**src/rtl/display_scan_ctrl.sv**
```systemverilog
// Time-multiplexed scan controller sharing one 7-segment decoder among N_DIGITS digits.
// Optional leading-zero blanking is enabled by defining DISPLAY_SCAN_LZB_EN.
module display_scan_ctrl #(
   parameter int N_DIGITS     = 4,
   parameter int REFRESH_DIV  = 50000,
   parameter int BLANK_CYCLES = 16
) (
   input  logic                  clk,
   input  logic                  rst,
   input  logic [4*N_DIGITS-1:0] data_in,
   input  logic                  data_valid,
   output logic                  data_ready,
   output logic [3:0]            digit_code,
   output logic [N_DIGITS-1:0]   anodes,
   output logic                  frame_start
);

   localparam int CW = (REFRESH_DIV > 1) ? $clog2(REFRESH_DIV) : 1;
   localparam int IW = $clog2(N_DIGITS);
   localparam logic [CW-1:0] CNT_LAST = CW'(REFRESH_DIV - 1);
   localparam logic [CW-1:0] BLANK_C  = CW'(BLANK_CYCLES);
   localparam logic [IW-1:0] IDX_LAST = IW'(N_DIGITS - 1);

   typedef enum logic {ST_BLANK, ST_DRIVE} state_t;

   // Handshake: a transfer happens on a rising clk edge where data_valid && data_ready.
   // data_ready mirrors ~pending_full; the upstream holds data_in while ready is low.

   logic                  running;
   logic [CW-1:0]         cnt, cnt_nxt;
   logic [IW-1:0]         idx, idx_nxt;
   state_t                state, state_nxt;
   logic [4*N_DIGITS-1:0] active, active_nxt;
   logic [4*N_DIGITS-1:0] pending;
   logic                  pending_full, pending_full_nxt;
   logic                  slot_wrap, frame_wrap, commit, accept;
   logic [N_DIGITS-1:0]   supp;
   logic [N_DIGITS-1:0]   anodes_nxt;

   always_comb begin
      slot_wrap        = running && (cnt == CNT_LAST);
      frame_wrap       = slot_wrap && (idx == IDX_LAST);
      commit           = frame_wrap && pending_full;
      accept           = data_valid && data_ready;
      cnt_nxt          = (!running || slot_wrap) ? '0 : cnt + 1'b1;
      idx_nxt          = idx;
      if (!running || frame_wrap) idx_nxt = '0;
      else if (slot_wrap)         idx_nxt = idx + 1'b1;
      active_nxt       = commit ? pending : active;
      pending_full_nxt = pending_full;
      if (commit)      pending_full_nxt = 1'b0;
      else if (accept) pending_full_nxt = 1'b1;
      // Every slot opens in BLANK unless there is no dead-time at all.
      state_nxt = state;
      if (!running || slot_wrap)  state_nxt = (BLANK_CYCLES == 0) ? ST_DRIVE : ST_BLANK;
      else if (cnt_nxt == BLANK_C) state_nxt = ST_DRIVE;
   end

`ifdef DISPLAY_SCAN_LZB_EN
   logic zero_above;
   always_comb begin
      zero_above = 1'b1;
      supp       = '0;
      for (int i = N_DIGITS - 1; i >= 1; i--) begin
         zero_above = zero_above && (active_nxt[4*i +: 4] == 4'd0);
         supp[i]    = zero_above;
      end
   end
`else
   assign supp = '0;
`endif

   assign anodes_nxt = (state_nxt == ST_DRIVE && !supp[idx_nxt])
                       ? ~(N_DIGITS'(1) << idx_nxt) : '1;

   always_ff @(posedge clk) begin
      if (rst) begin
         running      <= 1'b0;
         cnt          <= '0;
         idx          <= '0;
         state        <= ST_BLANK;
         active       <= '0;
         pending      <= '0;
         pending_full <= 1'b0;
         data_ready   <= 1'b0;
         digit_code   <= 4'd0;
         anodes       <= '1;
         frame_start  <= 1'b0;
      end else begin
         running      <= 1'b1;
         cnt          <= cnt_nxt;
         idx          <= idx_nxt;
         state        <= state_nxt;
         active       <= active_nxt;
         if (accept) pending <= data_in;
         pending_full <= pending_full_nxt;
         data_ready   <= ~pending_full_nxt;
         digit_code   <= active_nxt[{idx_nxt, 2'b00} +: 4];
         anodes       <= anodes_nxt;
         frame_start  <= (cnt_nxt == '0) && (idx_nxt == '0);
      end
   end

endmodule

```
**config.mk**
```make
export PLATFORM = sky130hd
export DESIGN_NAME = display_scan_ctrl
export DESIGN_NICKNAME = d
export VERILOG_FILES = /design/src/rtl/display_scan_ctrl.sv
export SDC_FILE = /design/constraint.sdc
export NUM_CORES = 1
export LEC_CHECK = 0
export CAP_MARGIN = 30
export CORE_ASPECT_RATIO = 1.25
export CORE_MARGIN = 5
export CORE_UTILIZATION = 57
export DETAILED_ROUTE_END_ITERATION = 10
export DONT_BUFFER_PORTS = 1
export PLACE_DENSITY = 0.75
export SYNTH_ARGS = -nofsm -noshare
export SYNTH_HDL_FRONTEND = slang
export SYNTH_SLANG_ARGS = --single-unit
```
**constraint.sdc**
```tcl
create_clock -name clk -period 2.3 [get_ports clk]
set_clock_uncertainty 0.1 [all_clocks]
set_input_delay 0.46 -clock clk [delete_from_list [all_inputs] [get_ports clk]]
set_output_delay 0.46 -clock clk [all_outputs]
set_load 0.02 [all_outputs]
```
======== After elaboration in Yosys (flattened, before gate mapping) ========
Index checks and enable logic that the tools add are counted.
word-level totals
  memories kept ........................... 0
  latch bits .............................. 0
  bits in read-only memories .............. 0
  RAM bits ................................ 0
  flip-flop bits (word level) ............. 63
  output and inout bits ................... 10
  bits of input ports ..................... 19
cells by class
  eq/ne operators ......................... 3
  bitwise gates (word level) .............. 3
  magnitude comparators ................... 1
  $mul .................................... 0
  shift operators ......................... 2
  reduce and logical (&&, ||, !) cells .... 13
  multiplexer cells ....................... 11
  add/sub/neg operators ................... 2
  divide/modulo/power cells ............... 0
operator list
  operator                                                     number
  two-way mux 16 bit                                           2
  adder 16 x 1 -> 16 bit (second input constant)               1
  equality test 16 bit (second input constant)                 1
  equality test 16 x 5 -> 1 bit (second input constant)        1
  logical NOT 16 bit                                           1
  variable part select 16 x 5 -> 4 bit                         1
  logical AND 1 bit                                            6
  two-way mux 1 bit                                            6
  two-way mux 2 bit                                            2
  NOT 4 bit                                                    1
  << shifter 1 x 2 -> 4 bit (first input constant)             1
  less-than comparator 2 x 3 -> 1 bit (second input constant)  1
  adder 2 x 1 -> 2 bit (second input constant)                 1
  binary-select mux 1 bit (select 2 bit)                       1
  equality test 2 bit (second input constant)                  1
  logical NOT 1 bit                                            2
  logical NOT 2 bit                                            1
  logical OR 1 bit                                             2
  NOT 1 bit                                                    2
  OR reduction 2 bit                                           1

======== Logic depth before layout (Yosys ltp) ========
  depth after elaboration ................. 11
  mapped depth ............................ 7
  gate-level depth less buffers ........... 6

======== Worst setup path before layout ========
No wires, ideal clock.
  kind .................................... register -> register
  from .................................... register cnt[13]
  to ...................................... register anodes[0]
  stages on the path, launching flop included .. 8
  path slack .............................. -0.106 ns
  library setup time ...................... 0.135 ns
  data arrival time ....................... 2.171 ns
  path buffers ............................ 2
  cells stage by stage .................... dfxtp_1 buf_6 or4b_4 or4_1 buf_6 o211ai_2 nor4b_1 a32oi_1
on the way
  word-level cells in the longest chain between the ends .. 11
ends and longest elaborated chain
  what                                                                             RTL line  text
  start: declaration                                                               30        logic [CW-1:0] cnt, cnt_nxt;
  start signal: assignment                                                         91        cnt <= cnt_nxt;
  parallel branches: the longest is 11 deep, another holds adder 16 x 1 -> 16 bit  n/a
  end signal: assignment                                                           99        anodes <= anodes_nxt;
  end: declaration                                                                 14        output logic [N_DIGITS-1:0] anodes,
Parallel ways; which one is timed is not known. The select of a mux whose other input is x is not followed.
A chain may end at the register's enable or synchronous reset.

======== Final worst setup path ========
  from .................................... register cnt[12]
  to ...................................... register frame_start
on the way
  word-level cells in the longest chain between the ends .. 7
ends and longest elaborated chain
  what                                                                            RTL line  text
  parallel branches: the longest is 6 deep, another holds adder 16 x 1 -> 16 bit  n/a
  logical AND 1 bit *                                                             100       frame_start <= (cnt_nxt == '0) && (idx_nxt == '0);
  end signal: assignment                                                          100
  end: declaration                                                                15        output logic frame_start
Mark *: on every way between the ends.

==> key figures <==
STA
  • Unrepaired setup endpoints after global routing: yes
  • Slew Limit Fails: 0
  • Final setup margin: -0.0684 ns
  • Final min period: 2.37 ns
  • Crit share post-route: 103%
  • Worst Tran Pin Value: 0.546 ns
  • Final Hold Fails: 0
  • Slew headroom: 63.6%
  • # setup viols final: 7
  • Final Hold Slack: 0.0806 ns
  • Maximum clock frequency: 422 MHz
  • TNS Setup: -0.327 ns

Route
  • Via count: 2501
  • Post-route ant nets: 0
  • Number of remaining DRC errors: 0
  • Drt pass-1 iters: 4
  • Routed WL per cell: 15.8 µm
  • Iter 0 DRT Violations: 95
  • Vias/cell: 5.84
  • WL final: 6770 µm

Placed design
  • PortBufs: 0
  • DP HPWL: 4630 µm
  • GPL Wtd Cong: 0.802
  • Place WS: -0.0370 ns

Finish
  • Share of layout cells above drive strength 1: 20.2%
  • Post-layout util: 68.7%
  • Final net count: 382
  • Most frequent cells in the layout: 60 x dfxtp_1, 41 x nand2_1, 31 x buf_4, 25 x nor2_1, 20 x and3_1
  • Number of fill cells: 422
  • Number of diodes: 0
  • Area growth from synthesis to layout: 16.4%
  • Commonest non-fill, non-tap cell in the layout: dfxtp_1

Power
  • Clock Power Share: 41.9%
  • Seq pwr share: 54.6%
  • P_leak: 1.34 nW
  • PwrDens: 591 mW/mm²
  • Combinational fraction of design power: 3.5%
  • Sw Share: 23.1%
  • P_sw: 477 µW
  • Maximum VDD drop: 451 µV
  • Final Total Pwr: 2.06 mW
  • Internal power: 1.58 mW

Logic synthesis
  • Synth cell types: 47
  • Cell count after synthesis: 346
  • Number of synthesized flops with an enable pin: 0
  • Net Count, Synth: 367
  • Asr flop ratio synth: 0%
  • Top cells by area, synth: dfxtp_1 42%, nand2_1 5.3%, and3_1 4.8%
  • Seq/Total Area, Yosys: 42.1%
  • Avg Cell Area, Syn: 8.66 µm²
  • Synth top area share: 42.1%
  • Synth area leader: dfxtp_1
  • #FFs+latches synth: 63
  • Mapped cell area: 0.00300 mm²
  • Yosys warnings: 0
  • Ys flop type: dfxtp_1

Global routing
  • Vias in the first global route: 2494
  • First-pass GRT wire length: 11300 µm
  • GRT Residual Overflow: 0
  • Largest net degree at the start of global routing: 36
  • Total track usage: 21.0%
  • Initial antenna violation count: 0

Worst setup path
  • CP Max Fanout: 8
  • Worst r2r src: cnt[12]$_SDFF_PP0_
  • Crit Path Class: reg -> reg
  • R2R cell count: 7
  • R2R setup slack: -0.07 ns
  • Arr. time, crit path: 2.52 ns
  • Setup crit end kind: flop
  • Worst reg2reg path endpoint: frame_start$_SDFF_PP0_
  • Critical Path RT: 2.46 ns
  • Critical path launch point type: flop

Flow run
  • Max Cap Viol: 0

Clock tree
  • CTS tree: done
  • Num CTS Buffers: 9
  • Clock root buffer: clkbuf_8
  • Sink Count: 63
  • Clock buffer depth: 2
  • Register clock-pin slew on the reported worst setup and hold paths: 0.07 ns
  • Worst skew pair latency: 0.34 ns
  • CTS H-Tree Depth: 3

Min path
  • Worst hold path startpoint: rst
  • Class of the worst hold path: in -> reg
  • Worst hold stages: 1
  • Hold path endpoint: pending[7]$_SDFFE_PP0P_

Run status
  • Status: finished, violations left
  • Failing checks: negative setup slack

Floorplan
  • Die area: 0.00682 mm²
  • Rows: 29
  • Initial core utilization: 59.0%
  • Top Ports: 29
  • Chip Width: 74.9 µm
  • Die Y-Extent: 91.1 µm
  • Core region area: 0.00508 mm²
## critical path: stages (launching register included)
cell and delay [ns]:
dfxtp_2 0.32, or4b_4 0.53, or4_4 0.64, o211ai_4 0.30, buf_4 0.17, buf_6 0.09, nand3_4 0.07, o31ai_4 0.07
## final cells by class
class | count | area [µm²] | area share [%]
multi-input cells | 250 | 1690 | 48.5
flip-flops and latches | 63 | 1260 | 36.3
repair buffers | 33 | 264 | 7.57
clock buffers | 13 | 159 | 4.56
well taps | 62 | 77.6 | 2.22
clock inverters | 3 | 17.5 | 0.502
inverters | 4 | 15.0 | 0.430
## state kept, by name, indices dropped and copies added, names as in the netlist, 2 cells and up
| signal | cells |
|---|---|
| cnt | 16 |
| idx | 2 |
| active | 16 |
| digit_code | 4 |
| pending | 16 |
| anodes | 4 |
## metrics by stage
step	cells	cell area [µm²]
floorplan	346	3030
global placement	407	3200
detailed placement	407	3200
CTS	424	3400
global route	428	3490
finish	428	3490
## per-layer routing
| layer | routed length [µm] | GRT usage, % | vias to the layer above | part of all wire (%) |
|---|---|---|---|---|
| li1 | - | - | 1259 | - |
| met4 | 153 | 9.50 | 0 | 2.3 |
| met1 | 3040 | 26.8 | 1178 | 45 |
| met5 | 0 | 0 | - | 0 |
| met3 | 234 | 3.98 | 14 | 3.5 |
| met2 | 3350 | 33.4 | 50 | 49 |
## synth_stat cells (all sizes together), types with 3 or more instances
cell	count
dfxtp	63
nand2	42
clkbuf	25
nor2	25
and3	23
a21oi	19
a21boi	16
o21a	16
o211ai	13
nand3	10
xor2	10
xnor2	9
nor3	8
nand4	7
o21ai	6
and2	5
a31oi	4
a41oi	4
buf	4
inv	4
mux2i	4
nor2b	3
## power groups by stage
stage | logic, mW | registers, mW | clock network [mW]
after floorplan | 0.0554 | 1.15 | 0
after global placement | 0.0662 | 1.15 | 0
after detailed placement | 0.0680 | 1.15 | 0
after CTS | 0.0693 | 1.13 | 0.875
after global routing | 0.0822 | 1.13 | 0.934
final | 0.0725 | 1.13 | 0.863
## cells by family (layout without fill, tap and decap cells)
kind of cell	after synthesis	count (layout)	synth area share, %
xor gates and xnor gates	19	19	5.55
muxes	6	6	3.05
buffers and inverters	33	53	4.88
adders and majority gates	2	2	0.835
and+or+nand+nor	137	137	23.4
AOI/OAI and AO/OA	86	86	20.2
DFF	63	63	42.1
## repair_timing
item                                    CTS  global route
pin swaps                                 8             9
gates resized for setup                   3            14
buffers inserted                          1             4
hold buffers                              0             0
endpoints found under the setup margin    7            11
## worst max path at each step
stage,startpoint,endpoint,cells past startpoint
after CTS,cnt[11]$_SDFF_PP0_,digit_code[3]$_SDFF_PP0_,5
after global routing,cnt[12]$_SDFF_PP0_,anodes[0]$_SDFF_PP1_,5
final,cnt[12]$_SDFF_PP0_,frame_start$_SDFF_PP0_,7
after global placement,cnt[4]$_SDFF_PP0_,digit_code[3]$_SDFF_PP0_,5
after floorplan,cnt[6]$_SDFF_PP0_,anodes[1]$_SDFF_PP1_,7
after detailed placement,cnt[4]$_SDFF_PP0_,digit_code[3]$_SDFF_PP0_,5
(Power assumes the default switching activity.)
